[src/rtl/multdiv_ctrl.sv]
// Sequencer for the shared multiplier/divider: latches requests, issues a start pulse,
// waits for the selected unit's RDY (or the watchdog) and returns a one-cycle result pulse.
module multdiv_ctrl #(
  parameter int unsigned WIDTH   = 32,
  parameter int unsigned TIMEOUT = 40,
  parameter int unsigned CTW     = 6
) (
  input  logic             clk,
  input  logic             reset_n,
  input  logic             ctrl_MULT,
  input  logic             ctrl_DIV,
  input  logic [WIDTH-1:0] data_operandA,
  input  logic [WIDTH-1:0] data_operandB,
  output logic             mult_start,
  output logic             div_start,
  output logic [WIDTH-1:0] unit_A,
  output logic [WIDTH-1:0] unit_B,
  input  logic [WIDTH-1:0] mult_result,
  input  logic             mult_exception,
  input  logic             mult_RDY,
  input  logic [WIDTH-1:0] div_result,
  input  logic             div_exception,
  input  logic             div_RDY,
  output logic [WIDTH-1:0] data_result,
  output logic             data_exception,
  output logic             data_resultRDY,
  output logic             busy,
  output logic             req_dropped
);

  typedef enum logic [1:0] {S_IDLE, S_ISSUE, S_WAIT, S_DONE} state_t;

  state_t           state_q, state_d;
  logic             op_q, op_d;              // 1 = divide
  logic [WIDTH-1:0] a_q, a_d, b_q, b_d;
  logic             pv_q, pv_d, pop_q, pop_d;
  logic [WIDTH-1:0] pa_q, pa_d, pb_q, pb_d;
  logic [CTW-1:0]   wd_q, wd_d;
  logic [WIDTH-1:0] res_q, res_d;
  logic             exc_q, exc_d, drop_q, drop_d;
  logic             mult_start_q, mult_start_d, div_start_q, div_start_d;
  logic             rdy_q, busy_q;
  logic             req, load, load_div;
  logic [WIDTH-1:0] load_a, load_b;

  assign req = ctrl_MULT | ctrl_DIV;

  // Next-state, pending-slot and result logic
  always_comb begin
    state_d      = state_q;
    op_d         = op_q;
    a_d          = a_q;
    b_d          = b_q;
    pv_d         = pv_q;
    pop_d        = pop_q;
    pa_d         = pa_q;
    pb_d         = pb_q;
    wd_d         = wd_q;
    res_d        = res_q;
    exc_d        = exc_q;
    drop_d       = drop_q;
    mult_start_d = 1'b0;
    div_start_d  = 1'b0;
    load         = 1'b0;
    load_div     = pop_q;
    load_a       = pa_q;
    load_b       = pb_q;

    if (ctrl_MULT && ctrl_DIV) drop_d = 1'b1;

    // Requests arriving while busy (DONE included) go to the slot or are lost
    if (req && state_q != S_IDLE) begin
      if (pv_q) begin
        drop_d = 1'b1;
      end else begin
        pv_d  = 1'b1;
        pop_d = ctrl_DIV;
        pa_d  = data_operandA;
        pb_d  = data_operandB;
      end
    end

    case (state_q)
      S_IDLE: begin
        if (pv_q) begin
          load = 1'b1;
          pv_d = req;
          if (req) begin
            pop_d = ctrl_DIV;
            pa_d  = data_operandA;
            pb_d  = data_operandB;
          end
        end else if (req) begin
          load     = 1'b1;
          load_div = ctrl_DIV;
          load_a   = data_operandA;
          load_b   = data_operandB;
        end
      end
      S_ISSUE: begin
        if (op_q && b_q == WIDTH'(0)) begin
          state_d = S_DONE;
          res_d   = WIDTH'(0);
          exc_d   = 1'b1;
        end else begin
          state_d = S_WAIT;
        end
      end
      S_WAIT: begin
        wd_d = wd_q + CTW'(1);
        if (op_q ? div_RDY : mult_RDY) begin
          state_d = S_DONE;
          res_d   = op_q ? div_result : mult_result;
          exc_d   = op_q ? div_exception : mult_exception;
        end else if (wd_q == CTW'(TIMEOUT - 1)) begin
          state_d = S_DONE;
          res_d   = WIDTH'(0);
          exc_d   = 1'b1;
        end
      end
      S_DONE: begin
        if (pv_q) begin
          load = 1'b1;
          pv_d = 1'b0;
        end else begin
          state_d = S_IDLE;
        end
      end
      default: state_d = S_IDLE;
    endcase

    // Entering ISSUE: latch operands, clear watchdog, arm the start pulse
    if (load) begin
      state_d      = S_ISSUE;
      op_d         = load_div;
      a_d          = load_a;
      b_d          = load_b;
      wd_d         = CTW'(0);
      mult_start_d = ~load_div;
      div_start_d  = load_div && (load_b != WIDTH'(0));
    end
  end

  always_ff @(posedge clk or negedge reset_n) begin
    if (!reset_n) begin
      state_q      <= S_IDLE;
      op_q         <= 1'b0;
      a_q          <= '0;
      b_q          <= '0;
      pv_q         <= 1'b0;
      pop_q        <= 1'b0;
      pa_q         <= '0;
      pb_q         <= '0;
      wd_q         <= '0;
      res_q        <= '0;
      exc_q        <= 1'b0;
      drop_q       <= 1'b0;
      mult_start_q <= 1'b0;
      div_start_q  <= 1'b0;
      rdy_q        <= 1'b0;
      busy_q       <= 1'b0;
    end else begin
      state_q      <= state_d;
      op_q         <= op_d;
      a_q          <= a_d;
      b_q          <= b_d;
      pv_q         <= pv_d;
      pop_q        <= pop_d;
      pa_q         <= pa_d;
      pb_q         <= pb_d;
      wd_q         <= wd_d;
      res_q        <= res_d;
      exc_q        <= exc_d;
      drop_q       <= drop_d;
      mult_start_q <= mult_start_d;
      div_start_q  <= div_start_d;
      rdy_q        <= (state_d == S_DONE);
      busy_q       <= (state_d != S_IDLE);
    end
  end

  assign mult_start     = mult_start_q;
  assign div_start      = div_start_q;
  assign unit_A         = a_q;
  assign unit_B         = b_q;
  assign data_result    = res_q;
  assign data_exception = exc_q;
  assign data_resultRDY = rdy_q;
  assign busy           = busy_q;
  assign req_dropped    = drop_q;

endmodule

[config.mk]
export PLATFORM = sky130hd
export DESIGN_NAME = multdiv_ctrl
export DESIGN_NICKNAME = d
export VERILOG_FILES = /design/src/rtl/multdiv_ctrl.sv
export SDC_FILE = /design/constraint.sdc
export NUM_CORES = 1
export LEC_CHECK = 0
export ABC_AREA = 1
export BUFFER_PORTS_ARGS = -buffer_cell sky130_fd_sc_hd__buf_4
export CORE_MARGIN = 10
export CORE_UTILIZATION = 40
export DETAILED_ROUTE_END_ITERATION = 10
export GPL_TIMING_DRIVEN = 0
export REMOVE_ABC_BUFFERS = 1
export SLEW_MARGIN = 5
export SYNTH_ARGS = -nofsm -noshare
export SYNTH_HDL_FRONTEND = slang
export SYNTH_SLANG_ARGS = --single-unit
[constraint.sdc]
create_clock -name clk -period 3.1 [get_ports clk]
set_input_delay 0.155 -clock clk [delete_from_list [all_inputs] [get_ports clk]]
set_output_delay 0.155 -clock clk [all_outputs]
set_load 0.05 [all_outputs]
# After elaboration in Yosys (flattened, before gate mapping)
# Index checks and enable logic that the tools add are counted.
dict set report classes {
  addsub 1
  n_bitwise 2
  mux 56
  eq_ne 7
  n_reduce_logical 12
}
# cell n
set ops {}
lappend ops {{$mux 32} 20}
lappend ops {{$pmux 32 s2} 1}
lappend ops {{$logic_not 32->1} 1}
lappend ops {{$reduce_bool 32->1} 1}
lappend ops {{$mux 1} 25}
lappend ops {{$mux 6} 2}
lappend ops {{$mux 2} 4}
lappend ops {{$reduce_bool 2->1} 4}
lappend ops {{$add 6x1->6 const B} 1}
lappend ops {{$eq 2x2->1 const B} 3}
lappend ops {{$eq 6x6->1 const B} 1}
lappend ops {{$pmux 1 s2} 3}
lappend ops {{$pmux 2 s3} 1}
lappend ops {{$logic_and 1x1->1} 4}
lappend ops {{$ne 3x3->1 const B} 1}
lappend ops {{$reduce_and 3->1} 1}
lappend ops {{$eq 2x1->1 const B} 1}
lappend ops {{$logic_not 2->1} 1}
lappend ops {{$ne 2x2->1 const B} 1}
lappend ops {{$not 1->1} 1}
lappend ops {{$or 1x1->1} 1}
dict set report word_totals {
  out_inout_bits 102
  wordCells 94
  inputBits 136
  reg_bits 177
}

# Longest topological paths before layout
dict set report logic_depth {
  depth_word 7
  depth_mapped 13
  mapped_depth_nobuf 12
}

# Worst setup path after synthesis
# No wires, ideal clock.
dict set report synth_path {
  path_kind {reg2reg}
  start {reg state_q[0]}
  end {reg div_start_q, in the netlist div_start}
  setup_time_ns 0.122
  stages_incl_launch_ff 13
  required_ns 2.978
  n_path_buf 1
  arrival_ns 1.576
  synth_period_minus_slack_ns 1.698
  path_slack_ns 1.402
  cell_sequence {dfrtp_1 > inv_1 > ha_1 > inv_2 > nor2_8 > nand2_4 > buf_2 > o21ai_1 > nand2_1 > nor2_1 > nand2_1 > nor2_1 > a21oi_1}
}
dict set report synth_between {
  elab_chain_cells 5
  word_cells_on_any_way 8
  classes_between {eq/ne: 1; mux: 4; reduce/logical: 3}
}
# element line_no
set synth_rtl {}
lappend synth_rtl {{start, declared} 33} ;# state_t state_q, state_d;
lappend synth_rtl {{start signal, assigned} 163} ;# state_q <= state_d;
lappend synth_rtl {{$logic_not 2->1} 83} ;# case (state_q)
lappend synth_rtl {{$mux 32} 83}
lappend synth_rtl {{$reduce_bool 32->1} 140} ;# div_start_d = load_div && (load_b != WIDTH'(0));
lappend synth_rtl {{$logic_and 1x1->1} 140}
lappend synth_rtl {{$mux 1 *} 133} ;# if (load) begin
lappend synth_rtl {{net div_start_d} 41} ;# logic mult_start_q, mult_start_d, div_start_q, div_start_d;
lappend synth_rtl {{end signal, assigned} 176} ;# div_start_q <= div_start_d;
lappend synth_rtl {{end, declared} 41}
# The timed path passes the listed nets; every way through them passes the cells marked *.
# A chain may end at the register's enable or synchronous reset.

# Final worst setup path
dict set report layout_path {
  start {reg op_q}
  end {reg res_q[16], in the netlist data_result[16]}
}
dict set report layout_between {
  elab_chain_cells 3
  word_cells_on_any_way 8
  classes_between {eq/ne: 2; mux: 4; reduce/logical: 2}
}
# element line_no
set layout_rtl {}
lappend layout_rtl {{start, declared} 34} ;# logic op_q, op_d;
lappend layout_rtl {{start signal, assigned} 164} ;# op_q <= op_d;
lappend layout_rtl {{$mux 1, or another cell as far along} 111} ;# if (op_q ? div_RDY : mult_RDY) begin
lappend layout_rtl {{$ne 3x3->1 (no line), or another cell as far along} -}
lappend layout_rtl {{$reduce_and 3->1 (no line) / $pmux 32 s2 (equally long branches)} -}
lappend layout_rtl {{end signal, assigned} 172} ;# res_q <= res_d;
lappend layout_rtl {{end, declared} 39} ;# logic [WIDTH-1:0] res_q, res_d;
# Several ways; a longest one is shown, not always the timed one.

==> flow_summary_export.csv <==
group,metric,value,unit
status,status,"complete, no violations",
critical_path,crit_path_frequent_cell,"nand2_1",
floorplan,die_y,167,um
critical_path,crit_fanout,36,
clocking,clk_pin_slew,70,ps
timing,hold_viol_final,0,
synth,postSynthCellCount,1112,
timing,tightest_slew,839,ps
timing,setup_tns,0,ps
critical_path,critical_path_required,3410,ps
route,wl_per_cell,15.0,um
global_route,grt_pass1_vias,7740,
floorplan,die_w,167,um
power_and_ir_drop,leakagePower,6.27,nW
synth,synth_warnings,0,
power_and_ir_drop,peakVddDrop,0.621,mV
floorplan,die-area,27800,sq um
layout,multiInputGateArea,3450,sq um
clocking,clockBufferDepth,2,
timing,maxSlewHeadroom,43.8,%
synth,synth_seq_area_share,51.5,%
timing,fin_skew,16.3,ps
clocking,cts-buffers-inserted,17,
floorplan,rows,53,
clocking,cts_tree,"done",
timing,setup_violations,0,
critical_path,slowest_stage,"dfrtp_2",
critical_path,end_kind,"register",
global_route,grt_usage,17.5,%
clocking,clock_latency,430,ps
critical_path,crit_type,"register to register",
critical_path,cpPeakStageDelay,680,ps
timing,max_freq,361,MHz
job,maxCapViolations,0,
route,drc,0,
critical_path,cp.arrival,3090,ps
critical_path,path_cells,"inv_4, nand2_1, nand2_1, inv_2, o31ai_1, o21ai_1, inv_2, nand2_4, nand2_1, nand2_1",
timing,hold_ws,97.6,ps
synth,ys_ff_latch,177,
synth,yosys.cell_types.count,27,
synth,synth_area,8610,sq um
layout,area_growth,37.5,%
timing,drv_slew,0,
synth,syn_area_per_cell,7.74,sq um
route,vias_per_cell,4.71,
clocking,postCtsSetupBuffers,0,
clocking,cts_root_buf,"clkbuf_16",
global_route,antenna_found_initial,1,
route,dr_total_vias,7852,
clocking,cts-htree-levels,4,
route,drt_iter0_markers,468,
layout,nets,1521,
placed_design,dpl_cell_area,10600,sq um
placed_design,gp_congestion,0.796,
clocking,clock-sinks,177,
global_route,grt_pass1_wl,40.5,mm
layout,nFillCells,2021,
route,drtAntennaViolNets,0,
route,first_pass_iters,5,
global_route,grt_max_degree,104,
layout,drive_gt1_share,21.2,%
layout,finalInstanceArea,11800,sq um
power_and_ir_drop,power_density,1170,nW/um^2
timing,grt_setup_unrepaired,"no",
route,routed_wl,25.1,mm
critical_path,cp-start-kind,"register",
timing,finalCritPeriodShare,89.4,%
floorplan,ios,238,
floorplan,initial_core_util,40.8,%
floorplan,core,21100,sq um
layout,seq_area,4430,sq um
placed_design,hpwl,16.9,mm
timing,period_minus_slack,2770,ps
placed_design,port_buffers,237,
worst_hold_path,hold_class,"input port to register",
global_route,grt-ovfl-total,0,
==> worst max-delay path: cells and delay by family (launching register included) <==
family | cells | cell delay (ps)
buf+inv | 3 | 940
simple gates | 5 | 800
flops | 1 | 680
compound gates | 2 | 190
==> cell usage in the layout (no fill, tap or decap), drive strengths merged <==
cell type and n:
dlygate4sd3 67, o31ai 1, nand3 43, diode 1, buf 245, ha 6
nand3b 24, o21ai 114, xor2 1, or2 1, a32o 1, clkinv 2
a31oi 2, clkbuf 18, nor3 3, nor2 67, clkinvlp 2, dfrtp 177
nand2 443, o211ai 1, a21oi 69, inv 105
==> timing repair <==
item,CTS,global route
hold endpoints to repair,162,0
hold buffers,67,0
endpoints found under the setup margin,33,1
gates cloned,0,1
gates resized for setup,1,1
==> logic make-up after synthesis <==
logic type,Yosys count,synth area share [%]
AND/OR/NAND/NOR,580,27.5
AO/OA/AOI/OAI,188,11.2
flip-flops,177,51.5
buffers and inverters,160,8.82
adder cells (fa/ha/maj),6,0.872
XOR/XNOR,1,0.102
==> sequential cells by signal, indices dropped and copies added, names as in the netlist <==
signal / count
mult_start: 1
wd_q: 6
data_result: 32
state_q: 2
div_start: 1
pa_q: 32
busy: 1
pop_q: 1
req_dropped: 1
pb_q: 32
data_resultRDY: 1
unit_A: 32
data_exception: 1
unit_B: 32
op_q: 1
pv_q: 1
==> through the flow <==
stage               cells  worst slack, ps  util (%)  power (mW)
floorplan            1047            -2180         -        9.06
global placement     1559            -4710      49.0        11.1
detailed placement   1567             -112      50.1        11.8
CTS                  1666             13.8      56.0        14.1
global route         1668             35.1      56.1        15.0
finish               1668              328      56.1        13.9
==> final timing paths <==
| check | slack (ps) | endpoint | cells after the start | start |
|---|---|---|---|---|
| min in group asynchronous | 350 | unit_A[2] | 2 | reset_n |
| min | 100 | data_result[4] | 5 | mult_result[4] |
| min reg2reg | 470 | data_result[3] | 2 | data_result[3] |
| max in group asynchronous | 1840 | op_q | 3 | reset_n |
| max | 330 | data_result[16] | 10 | op_q |
| max reg2reg | 330 | data_result[16] | 10 | op_q |
==> per-layer routing <==
| metal | global-route usage, % | vias to the layer above | wire length [um] |
|---|---|---|---|
| met5 | 0 | - | 0 |
| met4 | 5.69 | 0 | 486 |
| met3 | 5.04 | 29 | 1530 |
| met2 | 27.6 | 188 | 11600 |
| met1 | 22.5 | 3595 | 11400 |
| li1 | - | 4040 | - |
==> final cells by class <==
type	count	area share (%)
repair buffers	312	22.6
clock inverters	14	1.15
clock buffers	18	3.71
inverters	95	3.03
multi-input cells	776	29.2
diodes	1	0.0211
well taps	275	2.91
flip-flops and latches	177	37.4
==> where the power goes <==
part / switching, mW / leakage (nW) / total (mW) / internal (mW)
clock: 1.02 / 0.281 / 2.12 / 1.09
combinational: 5.32 / 3.80 / 7.74 / 2.42
sequential: 0.646 / 2.19 / 4.02 / 3.37
total: 6.99 / 6.27 / 13.9 / 6.89
==> Yosys cell counts (all sizes together) <==
cell type,n,share of area [%]
o21ai,114,6.6
xor2,1,0.10
inv,95,4.2
a31oi,2,0.15
or2,1,0.073
a21oi,69,4.0
a32o,1,0.12
o211ai,1,0.25
nand3b,24,2.1
nor3,3,0.17
buf,55,4.2
o31ai,1,0.087
clkbuf,10,0.44
dfrtp,177,51
ha,6,0.87
nor2,67,3.1
nand3,43,2.5
nand2,442,20
Power figures use the tool's default switching activity.
